## config.mk

```make
export PLATFORM = sky130hd
export DESIGN_NAME = pc_unit
export DESIGN_NICKNAME = d
export VERILOG_FILES = /design/src/rtl/pc_unit.sv
export SDC_FILE = /design/constraint.sdc
export NUM_CORES = 1
export LEC_CHECK = 0
export ABC_AREA = 1
export BUFFER_PORTS_ARGS = -buffer_cell sky130_fd_sc_hd__buf_2
export CAP_MARGIN = 0
export CORE_ASPECT_RATIO = 0.9
export CORE_MARGIN = 2
export CORE_UTILIZATION = 60
export DETAILED_ROUTE_END_ITERATION = 6
export GPL_ROUTABILITY_DRIVEN = 0
export PLACE_DENSITY = 0.9
export SKIP_LAST_GASP = 1
export SLEW_MARGIN = 20
export SYNTH_ARGS = -nofsm -noshare
export SYNTH_HDL_FRONTEND = slang
export SYNTH_SLANG_ARGS = --single-unit
```

## constraint.sdc

```tcl
create_clock -name clk -period 5 [get_ports clk]
set_clock_uncertainty 0.2 [all_clocks]
set_input_delay 1.5 -clock clk [delete_from_list [all_inputs] [get_ports clk]]
set_output_delay 1.5 -clock clk [all_outputs]
set_load 0.02 [all_outputs]
```

## src/rtl/pc_unit.sv

```systemverilog
// pc_unit: program counter with sequential/branch/jump/return sources and optional return-address stack
//   Optional feature macro: PC_RAS_EN (defined builds the RAS and its flags; undefined ties them off).
//   Ports:
//     clk, rst_n            clock, asynchronous active-low reset
//     enable                advance PC and RAS when high, hold when low
//     sel[1:0]              next source: 00 seq, 01 branch, 10 jump, 11 return
//     adr, offset           jump target, signed branch offset
//     call                  push pc+STEP onto the RAS
//     err_clr               clear sticky ras_ovf / ras_unf
//     pc                    current fetch address (registered)
//     misalign              one-cycle pulse: last loaded target had low bits set
//     ras_empty, ras_full   decoded from registered RAS count
//     ras_ovf, ras_unf      sticky overflow / underflow flags
module pc_unit #(
    parameter int               WIDTH      = 32,
    parameter int               STEP       = 4,
    parameter int               ALIGN_BITS = 2,
    parameter logic [WIDTH-1:0] RESET_VEC  = '0,
    parameter int               RAS_DEPTH  = 8
) (
    input  logic             clk,
    input  logic             rst_n,
    input  logic             enable,
    input  logic [1:0]       sel,
    input  logic [WIDTH-1:0] adr,
    input  logic [WIDTH-1:0] offset,
    input  logic             call,
    input  logic             err_clr,
    output logic [WIDTH-1:0] pc,
    output logic             misalign,
    output logic             ras_empty,
    output logic             ras_full,
    output logic             ras_ovf,
    output logic             ras_unf
);
    localparam logic [WIDTH-1:0] LOW_MASK = WIDTH'((64'd1 << ALIGN_BITS) - 64'd1);

    logic [WIDTH-1:0] r_pc;
    logic             r_misalign;
    logic [WIDTH-1:0] w_seq;
    logic [WIDTH-1:0] w_ret_adr;
    logic             w_ret_ok;
    logic [WIDTH-1:0] w_target;

    assign w_seq = r_pc + WIDTH'(STEP);

`ifdef PC_RAS_EN
    localparam int PW = (RAS_DEPTH > 1) ? $clog2(RAS_DEPTH) : 1;
    localparam int CW = $clog2(RAS_DEPTH + 1);

    logic [WIDTH-1:0] r_stack [RAS_DEPTH];
    logic [PW-1:0]    r_top;
    logic [CW-1:0]    r_cnt;
    logic             r_ovf;
    logic             r_unf;
    logic             w_ret;
    logic             w_pop;
    logic             w_push;
    logic             w_full;
    logic [PW-1:0]    w_wr_idx;

    assign w_ret     = enable && sel == 2'b11;
    assign w_pop     = w_ret && r_cnt != '0;
    assign w_push    = enable && call;
    assign w_full    = r_cnt == CW'(RAS_DEPTH);
    // Pop+push replaces the top in place; a plain push advances, which on a
    // full stack lands on the oldest slot because the pointer wraps.
    assign w_wr_idx  = w_pop ? r_top : r_top + PW'(1);
    assign w_ret_ok  = r_cnt != '0;
    assign w_ret_adr = r_stack[r_top];

    always_ff @(posedge clk or negedge rst_n) begin
        if (!rst_n) begin
            r_top <= '0;
            r_cnt <= '0;
            r_ovf <= 1'b0;
            r_unf <= 1'b0;
        end else begin
            if (w_push) begin
                r_top <= w_wr_idx;
                r_cnt <= (w_pop || w_full) ? r_cnt : r_cnt + CW'(1);
            end else if (w_pop) begin
                r_top <= r_top - PW'(1);
                r_cnt <= r_cnt - CW'(1);
            end
            r_ovf <= (w_push && w_full && !w_pop) || (r_ovf && !err_clr);
            r_unf <= (w_ret && r_cnt == '0) || (r_unf && !err_clr);
        end
    end

    // Storage is deliberately not reset; a zero count hides stale entries.
    always_ff @(posedge clk) begin
        if (w_push) r_stack[w_wr_idx] <= w_seq;
    end

    assign ras_empty = r_cnt == '0;
    assign ras_full  = w_full;
    assign ras_ovf   = r_ovf;
    assign ras_unf   = r_unf;
`else
    logic w_unused;

    assign w_unused  = &{1'b0, call, err_clr};
    assign w_ret_ok  = 1'b0;
    assign w_ret_adr = w_seq;
    assign ras_empty = 1'b1;
    assign ras_full  = 1'b0;
    assign ras_ovf   = 1'b0;
    assign ras_unf   = 1'b0;
`endif

    // Return with nothing to pop (or no RAS built) falls back to sequential.
    assign w_target = sel == 2'b01 ? r_pc + offset :
                      sel == 2'b10 ? adr :
                      (sel == 2'b11 && w_ret_ok) ? w_ret_adr : w_seq;

    always_ff @(posedge clk or negedge rst_n) begin
        if (!rst_n) begin
            r_pc       <= RESET_VEC & ~LOW_MASK;
            r_misalign <= 1'b0;
        end else begin
            if (enable) r_pc <= w_target & ~LOW_MASK;
            r_misalign <= enable && sel != 2'b00 && |(w_target & LOW_MASK);
        end
    end

    assign pc       = r_pc;
    assign misalign = r_misalign;
endmodule

```

### After elaboration in Yosys (flattened, before gate mapping)

Index checks and enable logic that the tools add are counted.

| word-level totals | value |
|---|---|
| register bits after elaboration | 31 |
| input bits | 71 |
| output and inout port bits | 37 |
| word-level logic and storage cells | 12 |

| cells by class | value |
|---|---|
| add/subtract/negate cells | 2 |
| equal/unequal tests | 2 |
| mux-type cells | 2 |
| reduce and logical (&&, ||, !) cells | 4 |

Operators by type and width:

| operator | count |
|---|---|
| 32-bit two-way mux | 2 |
| 32-bit by 3-bit adder with 32-bit output (second input constant) | 1 |
| 32-bit adder | 1 |
| 2-bit by 1-bit == test with 1-bit output (second input constant) | 1 |
| 2-bit == test (second input constant) | 1 |
| 1-bit logical AND | 2 |
| 2-bit nonzero test | 1 |
| 2-bit OR reduction | 1 |

### Longest topological paths before layout

Gate-level depths: netlist of the first run.

| logic depth | value |
|---|---|
| depth in word-level cells | 5 |
| depth in mapped cells | 13 |
| gate-level depth less buffers | 13 |

### Worst setup path after synthesis of the first run

No wires, ideal clock.

| timing path | value |
|---|---|
| path kind | input to register |
| start point | input offset[2] |
| end point | register r_pc[26], in the netlist pc[26] |
| library setup time | 0.077 ns |
| data arrival time | 2.929 ns |
| data required time | 4.723 ns |
| setup slack | 1.793 ns |
| cell stages on the path | 13 |
| path buffers | 0 |
| cells stage by stage | ha_1 -> fa_1 -> nand3_1 -> nand3_1 -> nand2_1 -> nand2_1 -> nand2_1 -> nand2_1 -> nand2_1 -> nand2_1 -> nand2_1 -> nand3_1 -> a21oi_1 |

| on the way | value |
|---|---|
| word-level cells in the longest chain between the ends | 2 |

RTL lines:

| what | RTL line | RTL |
|---|---|---|
| start, declared | 26 | `input logic [WIDTH-1:0] offset,` |
| 32-bit adder | 113 | `assign w_target = sel == 2'b01 ? r_pc + offset :` |
| 32-bit two-way mux | 113 |  |
| end signal, assigned | 119 | `r_pc <= RESET_VEC & ~LOW_MASK;` |
| end signal, assigned | 122 | `if (enable) r_pc <= w_target & ~LOW_MASK;` |
| end, declared | 38 | `logic [WIDTH-1:0] r_pc;` |

No other way between the ends.
A chain may end at the register's enable or synchronous reset.

### Final worst setup path of the first run

| timing path | value |
|---|---|
| start point | input offset[2] |
| end point | register r_pc[30], in the netlist pc[30] |

Same word-level chain as after synthesis.

==> impl_metrics.csv, run 1 <==
group,metric,value,unit
outcome,status,"complete, no violations",
drt,routedWlPerCell,14.0,um
worst_setup_path,r2r_cells,11,
grt,antenna_found_initial,0,
clock_network,path_clk_slew,70,ps
run,maxCapViolations,0,
worst_setup_path,worstPathArrival,3340,ps
synth,synth_edf_count,0,
worst_setup_path,cp_common_cell,"nand3_1",
clock_network,cts_resized,0,
synth,synth_area_per_cell,5.46,um2
worst_setup_path,r2r_setup_slack,2530,ps
floorplanning,dieArea,8470,um2
sta,rsz0062_at_grt,"false",
worst_setup_path,cp_max_fo,5,
place,dp_hpwl,11600,um
drt,via_per_inst,5.50,
grt,grt_overflow,0,
clock_network,htree_levels,2,
sta,period_share,0.664,
synth,synthTopCellsByArea,"nand2_1 (24%), dfrtp_1 (17%), nor2_1 (11%)",
synth,yosys.area.top_type,"nand2_1",
cells_and_area,syn2layout_area_growth,13.9,%
clock_network,clk_path_buf_depth,2,
worst_setup_path,r2r_start,"pc[2]",
synth,synth.distinct_cells,39,
place,numPortBuffers,99,
synth,synth-async-reset-ratio,1.00,
sta,slew_viol_final,0,
floorplanning,rows,30,
sta,setup_viol,0,
worst_setup_path,cp-end-kind,"register",
grt,track_usage,0.342,
cells_and_area,nets,1046,
worst_hold_path,hp-class,"reg2reg",
synth,ys_seq_area_frac,0.167,
sta,hold_viol_final,0,
grt,grt_pass1_vias,5093,
worst_setup_path,r2r_end,"pc[30]",
worst_setup_path,crit_family,"simple AND/OR/NAND/NOR gates",
worst_setup_path,cpMaxStageDelayCell,"fa_1",
grt,grt_first_pass_wirelength,23500,um
sta,max_freq,301,MHz
drt,drc,0,
drt,drt_wl_total,14600,um
grt,grt_max_degree,43,
synth,synth_warnings,0,
synth,netlist_instances,852,
power_and_ir_drop,p_leak,2.88,nW
worst_setup_path,crit_cells,12,
sta,fin_tns_setup,0,ps
floorplanning,die_x,96.8,um
floorplanning,start_util,0.617,
clock_network,cts_buffers,5,
clock_network,cts_hold_buf,0,
worst_setup_path,max_stage_delay,460,ps
clock_network,cts_tree,"yes",
cells_and_area,final_util,0.702,
clock_network,cts_num_sinks,31,
cells_and_area,final_area,5300,um2
synth,ys_seq_elements,31,
floorplanning,die_y,87.5,um
drt,drt_first_pass_iters,5,
worst_setup_path,crit_type,"in2reg",
sta,setup_ws,1680,ps
power_and_ir_drop,power_density,308,nW/um2
synth,yosysMostFrequentCell,"nand2_1",
drt,via_count,5726,
worst_setup_path,worstPathCellList,"buf_2, ha_1, fa_1, nand3_1, nand3_1, nand3_1, nand3b_1, nand2_1, nand2_1, nand2_1, nand3_1, a21oi_1",
floorplanning,boundaryPins,108,
drt,drt.antenna.violating_nets,0,
cells_and_area,num-fill-cells,721,
synth,yosys-top-cells-count,"nand2_1 (294), nor2_1 (131), inv_1 (114)",
cells_and_area,antenna_cells,0,
worst_setup_path,crit_required,5020,ps
place,dp_slack,1420,ps
worst_setup_path,cp-endpoint,"pc[30]",
clock_network,cts_setup_buffers,0,
synth,netlist.area_leader.share,0.237,
synth,synth_flop_cell,"dfrtp_1",
sta,period_needed,3320,ps
clock_network,worstSkewPairLatency,290,ps
place,dpl_cell_area,5200,um2
cells_and_area,drive_gt1_frac,0.131,
power_and_ir_drop,ir_drop,0.121,mV
floorplanning,coreArea,7540,um2
worst_setup_path,worstSetupStartpoint,"offset[2]",
sta,tightest_slew,773,ps
drt,drtIter0Drc,513,
clock_network,cts_root_buf,"clkbuf_8",
worst_setup_path,crit_buf_inv,1,
worst_setup_path,startpoint_type,"primary input",
sta,max_slew_margin,0.484,
synth,syn-cell-area,4650,um2
==> placed cells by master (no fill, tap or decap), types with 2 or more instances in the layout <==
cell | synthesis | routed
xor2_1 | 10 | 10
conb_1 | 2 | 6
nand2_1 | 294 | 294
a22oi_1 | 2 | 2
nand3b_1 | 14 | 14
nand4_1 | 7 | 7
nand3_1 | 59 | 59
a31oi_1 | 5 | 5
buf_4 | 6 | 2
nor3_1 | 5 | 5
inv_1 | 114 | 114
clkbuf_8 | 0 | 7
a41oi_1 | 2 | 2
buf_2 | 3 | 99
dfrtp_1 | 31 | 31
a21oi_1 | 61 | 61
xnor2_1 | 4 | 4
o21ai_0 | 27 | 27
ha_1 | 30 | 30
o21bai_1 | 8 | 8
nand3_2 | 3 | 3
nor2_1 | 131 | 131
and2_1 | 2 | 2
nor2_2 | 7 | 7
==> how the worst min path moves through the flow <==
stage          startpoint      to  slack (ps)  cells past startpoint
4_1_cts            pc[31]  pc[31]         420                      2
2_1_floorplan      pc[31]  pc[31]         460                      2
3_5_place_dp       pc[31]  pc[31]         410                      2
5_1_grt            pc[31]  pc[31]         480                      2
3_3_place_gp       pc[31]  pc[31]         400                      2
6_report           pc[31]  pc[31]         430                      2
==> sequential cells by signal, summed over array words and instances (netlist names) <==
signal    count
misalign      1
pc           30
==> kinds of logic (layout without fill, tap and decap cells) <==
logic type	after synthesis	in the layout	synth area share
other	2	6	0.00161
adder cells (fa/ha/maj)	31	31	0.0850
XOR/XNOR	14	14	0.0264
AO/OA/AOI/OAI	113	113	0.134
AND/OR/NAND/NOR	526	526	0.471
buffers and inverters	135	224	0.115
flip-flops	31	31	0.167
==> layout make-up <==
class / count / area [um2] / share of cell area
clock buffers: 8 / 100 / 0.0189
inverters: 115 / 433 / 0.0817
multi-input cells: 690 / 3360 / 0.634
flip-flops and latches: 31 / 776 / 0.146
well taps: 96 / 120 / 0.0227
repair buffers: 101 / 510 / 0.0964
==> metrics by stage <==
stage / instances / hold WS, ps / total power, W
floorplan: 856 / 464 / 0.00111
global placement: 1033 / 399 / 0.00137
detailed placement: 1033 / 409 / 0.00139
CTS: 1041 / 417 / 0.00161
global route: 1041 / 478 / 0.00177
finish: 1041 / 426 / 0.00163
==> report_power, final <==
group	leakage (nW)	internal (W)	total (W)	switching (W)
clock network	0.0515	0.000126	0.000221	0.0000958
logic	2.48	0.000345	0.000987	0.000641
registers	0.353	0.000300	0.000425	0.000125
total	2.88	0.000771	0.00163	0.000862
==> per-layer routing <==
layer  part of all wire  track usage  vias to the layer above
met5                  0            0                        -
met4              0.019       0.0960                        0
met3               0.12       0.0638                       26
met2               0.44        0.571                      293
met1               0.42        0.460                     2529
li1                   -            -                     2878
==> worst min-delay path: cells and delay by family, from the launching register on <==
kind             cells  cell delay (ps)
AND/OR/NAND/NOR      1              110
AO/OA/AOI/OAI        1               40
flip-flops           1              440
No activity file was read; power rests on OpenSTA's default activity.
==> run 2, diff against run 1 <==
--- a/config.mk
+++ b/config.mk
@@ -10,10 +10,10 @@
 export CAP_MARGIN = 0
 export CORE_ASPECT_RATIO = 0.9
 export CORE_MARGIN = 2
-export CORE_UTILIZATION = 60
+export CORE_UTILIZATION = 51
 export DETAILED_ROUTE_END_ITERATION = 6
 export GPL_ROUTABILITY_DRIVEN = 0
-export PLACE_DENSITY = 0.9
+export PLACE_DENSITY = 0.81
 export SKIP_LAST_GASP = 1
 export SLEW_MARGIN = 20
 export SYNTH_ARGS = -nofsm -noshare
==> constraint.sdc (replaced) <==
create_clock -name clk -period 3 [get_ports clk]
set_clock_uncertainty 0.2 [all_clocks]
set_input_delay 0.9 -clock clk [delete_from_list [all_inputs] [get_ports clk]]
set_output_delay 0.9 -clock clk [all_outputs]
set_load 0.02 [all_outputs]
==> run 2 against run 1 <==
Critical path depth did not move. Non-clock buffer count rose by 7. Combinational power rose by 71%. Worst setup slack got worse by 1400 ps. Register-to-register slack got worse by 2000 ps. Largest cell class unchanged.
==> impl_metrics.csv, run 2 (synthesis gave the netlist of run 1 again) <==
group,metric,value,unit
drt,drt.antenna.violating_nets,0,
sta,fin_tns_setup,0,ps
sta,tightest_slew,712,ps
drt,drtIter0Drc,485,
drt,via_per_inst,5.26,
place,dp_hpwl,12000,um
worst_setup_path,cp_max_fo,5,
cells_and_area,largest_reg_flops,30,
floorplanning,die_y,94.6,um
floorplanning,rows,33,
grt,grt_pass1_vias,4956,
clock_network,clk_path_buf_depth,2,
cells_and_area,num-fill-cells,967,
cells_and_area,nets,1053,
cells_and_area,final_cell_mix,"nand2_1 (294), nor2_1 (131), inv_1 (114), buf_2 (99), a21oi_1 (61)",
floorplanning,coreArea,9000,um2
cells_and_area,final_common_cell,"nand2_1",
worst_setup_path,worstPathArrival,2710,ps
worst_setup_path,crit_type,"in2reg",
clock_network,cts_root_buf,"clkbuf_8",
power_and_ir_drop,p_comb_frac,0.622,
power_and_ir_drop,switchingPower,0.00145,W
worst_setup_path,max_stage_delay,410,ps
sta,whs,434,ps
worst_hold_path,hp-start,"pc[31]",
place,numPortBuffers,99,
worst_setup_path,worstSetupStartpoint,"offset[2]",
grt,grt_overflow,0,
drt,drt_first_pass_iters,7,
clock_network,htree_levels,2,
worst_setup_path,r2r_setup_slack,570,ps
worst_setup_path,cpMaxStageDelayCell,"fa_1",
power_and_ir_drop,p_seq_frac,0.258,
sta,slew_viol_final,0,
clock_network,cts_hold_buf,0,
drt,drc,0,
worst_hold_path,min_to,"pc[31]",
drt,routedWlPerCell,13.8,um
floorplanning,die_x,105,um
worst_setup_path,startpoint_type,"primary input",
floorplanning,dieArea,9900,um2
worst_hold_path,hold_path_depth,2,
cells_and_area,drive_gt1_frac,0.137,
sta,max_slew_margin,0.525,
worst_setup_path,r2r_start,"pc[12]",
sta,rsz0062_at_grt,"false",
drt,drt_wl_total,14800,um
grt,grt_first_pass_wirelength,23700,um
sta,hold_viol_final,0,
floorplanning,boundaryPins,108,
sta,setup_viol,0,
sta,period_needed,2690,ps
clock_network,path_clk_slew,70,ps
cells_and_area,final_area,5360,um2
clock_network,cts_buffers,5,
power_and_ir_drop,power,0.00271,W
sta,max_freq,372,MHz
sta,period_share,0.896,
floorplanning,start_util,0.517,
clock_network,cts_tree,"yes",
worst_setup_path,crit_required,3020,ps
worst_setup_path,cp-end-kind,"register",
place,dpl_cell_area,5280,um2
worst_setup_path,r2r_end,"pc[23]",
power_and_ir_drop,ir_drop,0.208,mV
clock_network,cts_setup_buffers,0,
power_and_ir_drop,power_density,505,nW/um2
run,maxCapViolations,0,
cells_and_area,syn2layout_area_growth,15.3,%
worst_setup_path,r2r_cells,10,
worst_setup_path,cp_common_cell,"nand3_1",
clock_network,cts_num_sinks,31,
grt,antenna_found_initial,0,
power_and_ir_drop,p_leak,2.91,nW
worst_hold_path,hp-class,"reg2reg",
place,dp_slack,59.1,ps
grt,grt_max_degree,35,
outcome,status,"complete, no violations",
clock_network,worstSkewPairLatency,290,ps
power_and_ir_drop,intPower,0.00126,W
worst_setup_path,worstPathCellList,"buf_2, ha_1, fa_1, nand3_1, nand3_1, nand3_1, nand3b_1, nand2_1, nand2_1, nand2_1, nand3_1, a21oi_1",
power_and_ir_drop,p_clk_frac,0.120,
clock_network,cts_resized,0,
drt,via_count,5651,
cells_and_area,antenna_cells,0,
power_and_ir_drop,switching_share,0.535,
sta,setup_ws,313,ps
grt,track_usage,0.302,
## run 2: changes by cell type in the layout (fill, tap and decap cells not counted)
cell,change
buf_4,+7
clkbuf_8,-2
clkbuf_1,+1
clkinv_2,+1
## run 2: critical path, delay by kind of cell
kind	cells	cell delay [ps]
buffers and inverters	1	100
AND/OR/NAND/NOR	8	880
adder cells (fa/ha/maj)	2	680
AO/OA/AOI/OAI	1	160
## run 2: stage by stage
| step | cells | utilization |
|---|---|---|
| 2_1_floorplan | 856 | - |
| 3_3_place_gp | 1066 | 0.587 |
| 3_5_place_dp | 1066 | 0.587 |
| 4_1_cts | 1074 | 0.596 |
| 5_1_grt | 1074 | 0.596 |
| 6_report | 1074 | 0.596 |
## run 2: metal layers
| layer | vias to the layer above | part of all wire | routed length (um) | GRT usage |
|---|---|---|---|---|
| li1 | 2898 | - | - | - |
| met3 | 23 | 0.11 | 1570 | 0.0545 |
| met1 | 2480 | 0.45 | 6670 | 0.415 |
| met5 | - | 0 | 0 | 0 |
| met2 | 250 | 0.43 | 6350 | 0.492 |
| met4 | 0 | 0.016 | 231 | 0.0778 |
## run 2: worst max path at each step
stage	cells past startpoint	slack [ps]	endpoint
after detailed placement	12	60	pc[30]
after floorplan	13	390	pc[26]
final	12	310	pc[30]
after CTS	12	360	pc[30]
after global placement	12	70	pc[30]
after global routing	14	100	pc[26]
## run 2: layout make-up
class / count / area (um2) / share of cell area
timing repair buffer: 108 / 563 / 0.105
multi-input combinational: 690 / 3360 / 0.626
sequential: 31 / 776 / 0.145
inverter: 115 / 433 / 0.0807
clock inverter: 1 / 5.00 / 0.000933
tap: 122 / 153 / 0.0285
clock buffer: 7 / 76.3 / 0.0142
## run 2: power groups by stage
stage	combinational (W)	sequential, W	clock (W)
after detailed placement	0.00165	0.000698	0
final	0.00169	0.000698	0.000324
after global routing	0.00190	0.000711	0.000350
after CTS	0.00166	0.000691	0.000326
after floorplan	0.00110	0.000739	0
after global placement	0.00163	0.000696	0
